$ cat src/rtl/bp_fe_pkg.sv
// Shared front-end types and helpers for the branch history table update path.
// The checkpoint entry is a macro so each user can size it by its own index width.
`ifndef BP_FE_BHT_CKPT_ENTRY_S_DEFINED
`define BP_FE_BHT_CKPT_ENTRY_S_DEFINED
`define BP_FE_BHT_CKPT_ENTRY_S(idx_width) \
    typedef struct packed {                \
        logic [idx_width-1:0] idx;         \
        logic                 pred;        \
    } bp_fe_bht_ckpt_entry_s
`endif

package bp_fe_pkg;

    // A prediction is correct when the predicted and actual directions agree.
    function automatic logic bht_correct(input logic pred, input logic taken);
        return pred ~^ taken;
    endfunction

endpackage

$ cat src/rtl/bp_fe_bht_ckpt_mem.sv
// Checkpoint storage: one synchronous write port, one asynchronous read port.
// Contents are not reset; validity is tracked entirely by the owner's pointers.
module bp_fe_bht_ckpt_mem #(
    parameter int width_p = 10,
    parameter int els_p   = 8,
    localparam int addr_width_lp = $clog2(els_p)
) (
    input  logic                     clk_i,
    input  logic                     w_v_i,
    input  logic [addr_width_lp-1:0] w_addr_i,
    input  logic [width_p-1:0]       w_data_i,
    input  logic [addr_width_lp-1:0] r_addr_i,
    output logic [width_p-1:0]       r_data_o
);

    logic [width_p-1:0] mem_q [els_p];

    always_ff @(posedge clk_i) begin
        if (w_v_i) begin
            mem_q[w_addr_i] <= w_data_i;
        end
    end

    assign r_data_o = mem_q[r_addr_i];

endmodule

$ cat src/rtl/bp_fe_bht_updater.sv
// Branch checkpoint queue: records predictions at fetch, retires them in order
// at resolution and emits one registered write per retirement to the BHT.
module bp_fe_bht_updater
    import bp_fe_pkg::*;
#(
    parameter int bht_idx_width_p = 9,
    parameter int els_p           = 8,
    localparam int ptr_width_lp   = $clog2(els_p)
) (
    input  logic                       clk_i,
    input  logic                       reset_i,
    input  logic                       enq_v_i,
    input  logic [bht_idx_width_p-1:0] enq_idx_i,
    input  logic                       enq_pred_i,
    output logic                       enq_ready_o,
    input  logic                       res_v_i,
    input  logic                       res_taken_i,
    input  logic                       flush_i,
    output logic                       w_v_o,
    output logic [bht_idx_width_p-1:0] idx_w_o,
    output logic                       correct_o,
    output logic [ptr_width_lp:0]      count_o,
    output logic                       err_o
);

    `BP_FE_BHT_CKPT_ENTRY_S(bht_idx_width_p);
    localparam int entry_width_lp = $bits(bp_fe_bht_ckpt_entry_s);

    logic [ptr_width_lp:0]        wptr_q, wptr_d, rptr_q, rptr_d;
    logic                         w_v_q, w_v_d, correct_q, correct_d, err_q, err_d;
    logic [bht_idx_width_p-1:0]   idx_w_q, idx_w_d;
    logic                         empty, full, enq_fire, res_fire;
    bp_fe_bht_ckpt_entry_s        enq_entry, rd_entry;

    assign empty = (wptr_q == rptr_q);
    assign full  = (wptr_q[ptr_width_lp-1:0] == rptr_q[ptr_width_lp-1:0])
                 & (wptr_q[ptr_width_lp] != rptr_q[ptr_width_lp]);

    assign enq_ready_o = ~full & ~flush_i;
    assign enq_fire    = enq_v_i & enq_ready_o;
    assign res_fire    = res_v_i & ~empty;

    assign enq_entry = '{idx: enq_idx_i, pred: enq_pred_i};

    bp_fe_bht_ckpt_mem #(
        .width_p (entry_width_lp),
        .els_p   (els_p)
    ) ckpt_mem (
        .clk_i    (clk_i),
        .w_v_i    (enq_fire),
        .w_addr_i (wptr_q[ptr_width_lp-1:0]),
        .w_data_i (enq_entry),
        .r_addr_i (rptr_q[ptr_width_lp-1:0]),
        .r_data_o (rd_entry)
    );

    // Flush is applied after the resolution so a retiring branch still updates the table.
    always_comb begin
        wptr_d    = wptr_q;
        rptr_d    = rptr_q;
        w_v_d     = 1'b0;
        idx_w_d   = '0;
        correct_d = 1'b0;
        err_d     = res_v_i & empty;

        if (enq_fire) begin
            wptr_d = wptr_q + (ptr_width_lp+1)'(1);
        end

        if (res_fire) begin
            rptr_d    = rptr_q + (ptr_width_lp+1)'(1);
            w_v_d     = 1'b1;
            idx_w_d   = rd_entry.idx;
            correct_d = bht_correct(rd_entry.pred, res_taken_i);
        end

        if (flush_i) begin
            rptr_d = wptr_d;
        end
    end

    always_ff @(posedge clk_i or posedge reset_i) begin
        if (reset_i) begin
            wptr_q    <= '0;
            rptr_q    <= '0;
            w_v_q     <= 1'b0;
            idx_w_q   <= '0;
            correct_q <= 1'b0;
            err_q     <= 1'b0;
        end else begin
            wptr_q    <= wptr_d;
            rptr_q    <= rptr_d;
            w_v_q     <= w_v_d;
            idx_w_q   <= idx_w_d;
            correct_q <= correct_d;
            err_q     <= err_d;
        end
    end

    assign w_v_o     = w_v_q;
    assign idx_w_o   = idx_w_q;
    assign correct_o = correct_q;
    assign err_o     = err_q;
    assign count_o   = wptr_q - rptr_q;

endmodule

$ cat config.mk
export PLATFORM = sky130hd
export DESIGN_NAME = bp_fe_bht_updater
export DESIGN_NICKNAME = d
export VERILOG_FILES = /design/src/rtl/bp_fe_pkg.sv /design/src/rtl/bp_fe_bht_ckpt_mem.sv /design/src/rtl/bp_fe_bht_updater.sv
export SDC_FILE = /design/constraint.sdc
export NUM_CORES = 1
export LEC_CHECK = 0
export BUFFER_PORTS_ARGS = -buffer_cell sky130_fd_sc_hd__buf_4
export CORE_MARGIN = 3
export CORE_UTILIZATION = 53
export DETAILED_ROUTE_END_ITERATION = 10
export PLACE_DENSITY = 0.74
export SLEW_MARGIN = 40
export SYNTH_ARGS = -nofsm -noshare
export SYNTH_HDL_FRONTEND = slang
export SYNTH_SLANG_ARGS = --single-unit
$ cat constraint.sdc
create_clock -name clk_i -period 2.77 [get_ports clk_i]
set_input_delay 0.277 -clock clk_i [delete_from_list [all_inputs] [get_ports clk_i]]
set_output_delay 0.277 -clock clk_i [all_outputs]
set_load 0.01 [all_outputs]
==> results of run 1 <==
## cells in the mapped netlist, drive strengths merged (3+ instances only)
master  count
a21oi      13
nor4        3
buf         6
clkbuf      3
ha          5
edfxtp     80
inv        11
mux2i       4
nand3       4
nor3        4
nand2      26
dfrtp      20
o21ai       4
mux4       18
xnor2       8
## layer usage
metal  wire length [um]  up-vias  GRT usage
met5                  0        -          0
met2               3420       74      0.278
met1               3570     1086      0.287
met3                452        9     0.0531
li1                   -      962          -
met4                 98        0     0.0464
## state kept, by name (all words and copies together), names as in the netlist, named ones only
name / cells
rptr_q: 4
correct_o: 1
idx_w_o: 9
wptr_q: 1
err_o: 1
ckpt_mem.mem_q: 80
w_v_o: 1
## where the power goes
group          switching, mW  internal (mW)
Sequential             0.128           1.84
Clock                  0.517          0.339
Combinational          0.945          0.838
Total                   1.59           3.02
## metrics by stage
step	instance area (um^2)	hold WS, ns	std cells	total power [mW]
finish	4630	0.149	379	4.61
global route	4630	0.136	379	4.89
CTS	4630	0.136	379	4.64
detailed placement	4440	0.339	362	3.79
global placement	4440	0.510	362	3.78
floorplan	4020	0.241	227	3.21
## critical path, stage by stage, from the launching register on
cell and delay [ns]:
dfrtp_1 0.51, ha_1 0.45, nand3_4 0.13, o21ai_4 0.26, inv_4 0.07, buf_4 0.15
## worst max-delay path by stage
| stage | start | endpoint | slack, ns | cells after the start |
|---|---|---|---|---|
| 6_report | register | enq_ready_o | 0.57 | 5 |
| 3_3_place_gp | register | ckpt_mem.mem_q[1][1] | 0.85 | 5 |
| 5_1_grt | register | enq_ready_o | 0.46 | 5 |
| 4_1_cts | register | enq_ready_o | 0.56 | 5 |
| 2_1_floorplan | rptr_q[1] | ckpt_mem.mem_q[0][0] | 0.01 | 6 |
| 3_5_place_dp | register | rptr_q[0] | 0.69 | 6 |
## repair_timing
item / in CTS / in global routing
hold buffers: 1 / 0
endpoints found under the setup margin: 0 / 0
gates resized for setup: 0 / 0
endpoints found under the hold margin: 20 / 0
## layout make-up
cell class,instances,area [um^2],area share
multi-input combinational,107,1030,0.223
inverter,11,43.8,0.00946
tap,99,124,0.0267
clock inverter,7,55.1,0.0119
clock buffer,9,124,0.0267
timing repair buffer,46,348,0.0751
sequential,100,2900,0.627
## cells by family (layout without fill, tap and decap cells)
group / count (synthesis) / count (layout)
compound gates: 23 / 23
xor+xnor: 10 / 10
fa+ha+maj: 6 / 6
buf+inv: 20 / 73
flops: 100 / 100
mux: 24 / 24
simple gates: 44 / 44
==> results.json, run 1 <==
{
  "status": "finished clean",
  "wl_per_cell_um": 19.9,
  "max_freq_mhz": 454,
  "postSynth.asyncResetShare": 0.200,
  "power.leakage_nw": 1.71,
  "power.density_nw_per_um2": 995,
  "fin_nets": 297,
  "yosys.area_share.simple": 0.0538,
  "synth_nets": 249,
  "dr.pass1.iters": 5,
  "yosys.area.top_type_share": 0.598,
  "hold_path_class": "in -> reg",
  "n_fill_cell": 547,
  "fp.coreArea_um2": 7290,
  "dp_slack_ns": 0.686,
  "synth_cell_type_count": 38,
  "synth_top_cell_by_area": "edfxtp_1",
  "ys_warn_count": 0,
  "rows": 31,
  "fp.dieW_um": 93.1,
  "synth_area_leaders": "edfxtp_1, dfrtp_1, mux4_2",
  "min_to": "ckpt_mem.mem_q[5][1]",
  "cts.sinks": 100,
  "hold_viol_final": 0,
  "dieArea_um2": 8670,
  "drive_gt1_frac": 0.332,
  "synth_edf_count": 80,
  "hp-start": "enq_idx_i[0]",
  "syn_inst": 227,
  "cts_buffers": 9,
  "arrival_ns": 1.93,
  "overflow": 0,
  "muxShareOfSynthArea": 0.117,
  "cts_max_level": 3,
  "path_class": "reg -> out",
  "layout_commonest_cell": "edfxtp_1",
  "synth_adder_area_share": 0.0205,
  "slew_viol_final": 0,
  "dpl.hpwl_um": 4870,
  "period_needed_ns": 2.20,
  "drt-vias-per-instance": 5.62,
  "diodes": 0,
  "irDropWorstVdd_uv": 447,
  "setup_slack_ns": 0.566,
  "r2r_slack_ns": 0.69,
  "clk_latency_ns": 0.36,
  "layout_common_cells": "edfxtp_1, buf_4, nand2_1",
  "cts_max_path_buffers": 2,
  "port_buffers": 32,
  "wl_um": 7540,
  "cp-start-kind": "register",
  "grt_antenna_before_repair": 0,
  "reg2reg_depth": 6,
  "synth_top_family_by_area": "multiplexers",
  "required_ns": 2.49,
  "synthFlopType": "edfxtp_1",
  "hold_depth": 1,
  "synth_area_um2": 4020,
  "tns_ns": 0,
  "synth_seq_cells": 100,
  "initial_core_util": 0.551,
  "utilization": 0.635,
  "num_io_pins": 33,
  "finalCritPeriodShare": 0.796,
  "cp-end-kind": "output port",
  "area_delta_synth_final_pct": 15.2,
  "vias": 2131,
  "tritoncts": "built",
  "tightest_slew_ns": 0.510,
  "rsz0062_at_grt": "no",
  "ant_nets": 0,
  "grt_usage": 0.190,
  "synth_xor_area_frac": 0.0237,
  "grt_pass1_wl_um": 12000,
  "cts_setup_buffers": 0,
  "clk_pin_slew_ns": 0.10,
  "setup_viol": 0,
  "drt_iter0_drc": 171,
  "drv_cap": 0,
  "syn_area_per_cell_um2": 17.7,
  "relSlewSlack": 0.657,
  "drcViolationCount": 0,
  "synth-seq-area-share": 0.722,
  "fin_skew_ns": 0.0132,
  "die_y_um": 93.1,
  "critPathMaxFanout": 8,
  "gp_congestion": 0.859,
  "timing.rr.end": "rptr_q[0]",
  "cts-root-buf": "clkbuf_8",
  "grt_pass1_vias": 2112,
  "synth_compound_area_frac": 0.0370,
  "grt_max_degree": 26
}
No activity file was read; power rests on OpenSTA's default activity.
==> inputs of run 2 (changes only) <==
--- a/config.mk
+++ b/config.mk
@@ -7,9 +7,9 @@
 export LEC_CHECK = 0
 export BUFFER_PORTS_ARGS = -buffer_cell sky130_fd_sc_hd__buf_4
 export CORE_MARGIN = 3
-export CORE_UTILIZATION = 53
+export CORE_UTILIZATION = 59
 export DETAILED_ROUTE_END_ITERATION = 10
-export PLACE_DENSITY = 0.74
+export PLACE_DENSITY = 0.78
 export SLEW_MARGIN = 40
 export SYNTH_ARGS = -nofsm -noshare
 export SYNTH_HDL_FRONTEND = slang
==> constraint.sdc (replaced) <==
create_clock -name clk_i -period 2.2 [get_ports clk_i]
set_input_delay 0.22 -clock clk_i [delete_from_list [all_inputs] [get_ports clk_i]]
set_output_delay 0.22 -clock clk_i [all_outputs]
set_load 0.01 [all_outputs]
==> results.json, run 2 (synthesis results as in run 1) <==
{
  "status": "finished clean",
  "utilization": 0.726,
  "fp.coreArea_um2": 6460,
  "path_class": "reg -> out",
  "dp_slack_ns": 0.248,
  "hold_path_class": "in -> reg",
  "rows": 29,
  "p_int_mw": 3.97,
  "arrival_ns": 1.82,
  "drv_cap": 0,
  "max_freq_mhz": 489,
  "dpl.hpwl_um": 4890,
  "wl_um": 7370,
  "cp-start-kind": "register",
  "drt_iter0_drc": 172,
  "grt_max_degree": 26,
  "tritoncts": "built",
  "layout_commonest_cell": "edfxtp_1",
  "overflow": 0,
  "cts_setup_buffers": 0,
  "vias": 2138,
  "cts.sinks": 100,
  "layout_common_cells": "edfxtp_1, buf_4, nand2_1",
  "required_ns": 1.98,
  "drt-vias-per-instance": 5.86,
  "rsz0062_at_grt": "no",
  "clk_pin_slew_ns": 0.09,
  "fin_nets": 305,
  "cts_max_path_buffers": 2,
  "dieArea_um2": 7840,
  "wl_per_cell_um": 20.2,
  "gp_congestion": 0.860,
  "grt_pass1_wl_um": 11800,
  "largest_reg_flops": 80,
  "reg2reg_depth": 6,
  "power.density_nw_per_um2": 1270,
  "fin_cells": 365,
  "power_switching_mw": 1.96,
  "slew_viol_final": 0,
  "fp.dieW_um": 88.5,
  "switching_share": 0.330,
  "drcViolationCount": 0,
  "fin_skew_ns": 0.00762,
  "setup_viol": 0,
  "pwr-share-seq": 0.412,
  "power.leakage_nw": 1.76,
  "cp-end-kind": "output port",
  "die_y_um": 88.5,
  "cts-root-buf": "clkbuf_8",
  "port_buffers": 32,
  "area_delta_synth_final_pct": 16.6,
  "cts_buffers": 9,
  "tightest_slew_ns": 0.478,
  "top_register": "ckpt_mem.mem_q",
  "grt_pass1_vias": 2168,
  "finalCritPeriodShare": 0.929,
  "setup_slack_ns": 0.157,
  "clk_latency_ns": 0.35,
  "period_needed_ns": 2.04,
  "drive_gt1_frac": 0.344,
  "initial_core_util": 0.622,
  "hold_viol_final": 0,
  "pwr-share-comb": 0.393,
  "critPathMaxFanout": 6,
  "num_io_pins": 33,
  "dp_cells": 348,
  "relSlewSlack": 0.681,
  "dr.pass1.iters": 4,
  "grt_antenna_before_repair": 0,
  "hold_depth": 1,
  "irDropWorstVdd_uv": 557,
  "grt_usage": 0.213,
  "ant_nets": 0,
  "diodes": 0,
  "pwr-share-clk": 0.195,
  "cts_max_level": 3
}
==> run 2: cell count changes in the layout (fill, tap and decap cells not counted), sizes merged <==
cell	delta
clkbuf	+1
buf	+8
bufinv	+1
clkinv	+3
inv	-4
clkinvlp	-1
==> run 2: worst max-delay path, cell delays in order (launching register included) <==
cell and delay [ns]:
dfrtp_2 0.43, inv_1 0.08, ha_1 0.36, nand3_4 0.12, o21ai_4 0.26, inv_4 0.07, buf_4 0.15
==> run 2: layout make-up <==
class / instances / area, um^2
fillers: 407 / 1770
clock inverters: 6 / 63.8
well taps: 77 / 96.3
multi-input cells: 107 / 1030
repair buffers: 54 / 408
inverters: 11 / 43.8
clock buffers: 10 / 138
flip-flops and latches: 100 / 2900
==> run 2: path summary, 6_finish.rpt <==
path	slack, ns	start	endpoint
setup / recovery	0.16	wptr_q[0]	enq_ready_o
hold / removal	0.1	enq_idx_i[0]	ckpt_mem.mem_q[7][1]
setup reg to reg	0.27	wptr_q[0]	ckpt_mem.mem_q[4][6]
hold reg to reg	0.55	wptr_q[0]	wptr_q[0]
max in group asynchronous	1.50	reset_i	wptr_q[0]
min in group asynchronous	0.45	reset_i	idx_w_o[3]
==> run 2: routing by layer <==
metal / global-route usage / wire, um
met2: 0.341 / 3800
met4: 0.0865 / 121
met1: 0.298 / 3050
met5: 0 / 0
met3: 0.0363 / 397
==> run 2: stage by stage <==
| step | cell area [um^2] | total power, mW | hold slack, ns | TNS [ns] |
|---|---|---|---|---|
| 6_report | 4690 | 5.93 | 0.0976 | 0 |
| 5_1_grt | 4690 | 6.27 | 0.0774 | 0 |
| 4_1_cts | 4690 | 5.96 | 0.0779 | 0 |
| 3_5_place_dp | 4470 | 4.82 | 0.285 | 0 |
| 3_3_place_gp | 4470 | 4.75 | 0.287 | 0 |
| 2_1_floorplan | 4040 | 4.06 | 0.184 | -15.73 |
==> run 2: power groups by stage <==
stage,combinational [mW],sequential [mW],clock (mW)
CTS,2.35,2.44,1.17
global placement,2.29,2.47,0
global route,2.53,2.47,1.27
detailed placement,2.33,2.48,0
finish,2.33,2.44,1.16
floorplan,1.53,2.53,0
==> run 2: timing repair <==
action,CTS,global route
hold buffers,1,0
endpoints found under the setup margin,0,1
resized for setup,0,1
endpoints found under the hold margin,20,0
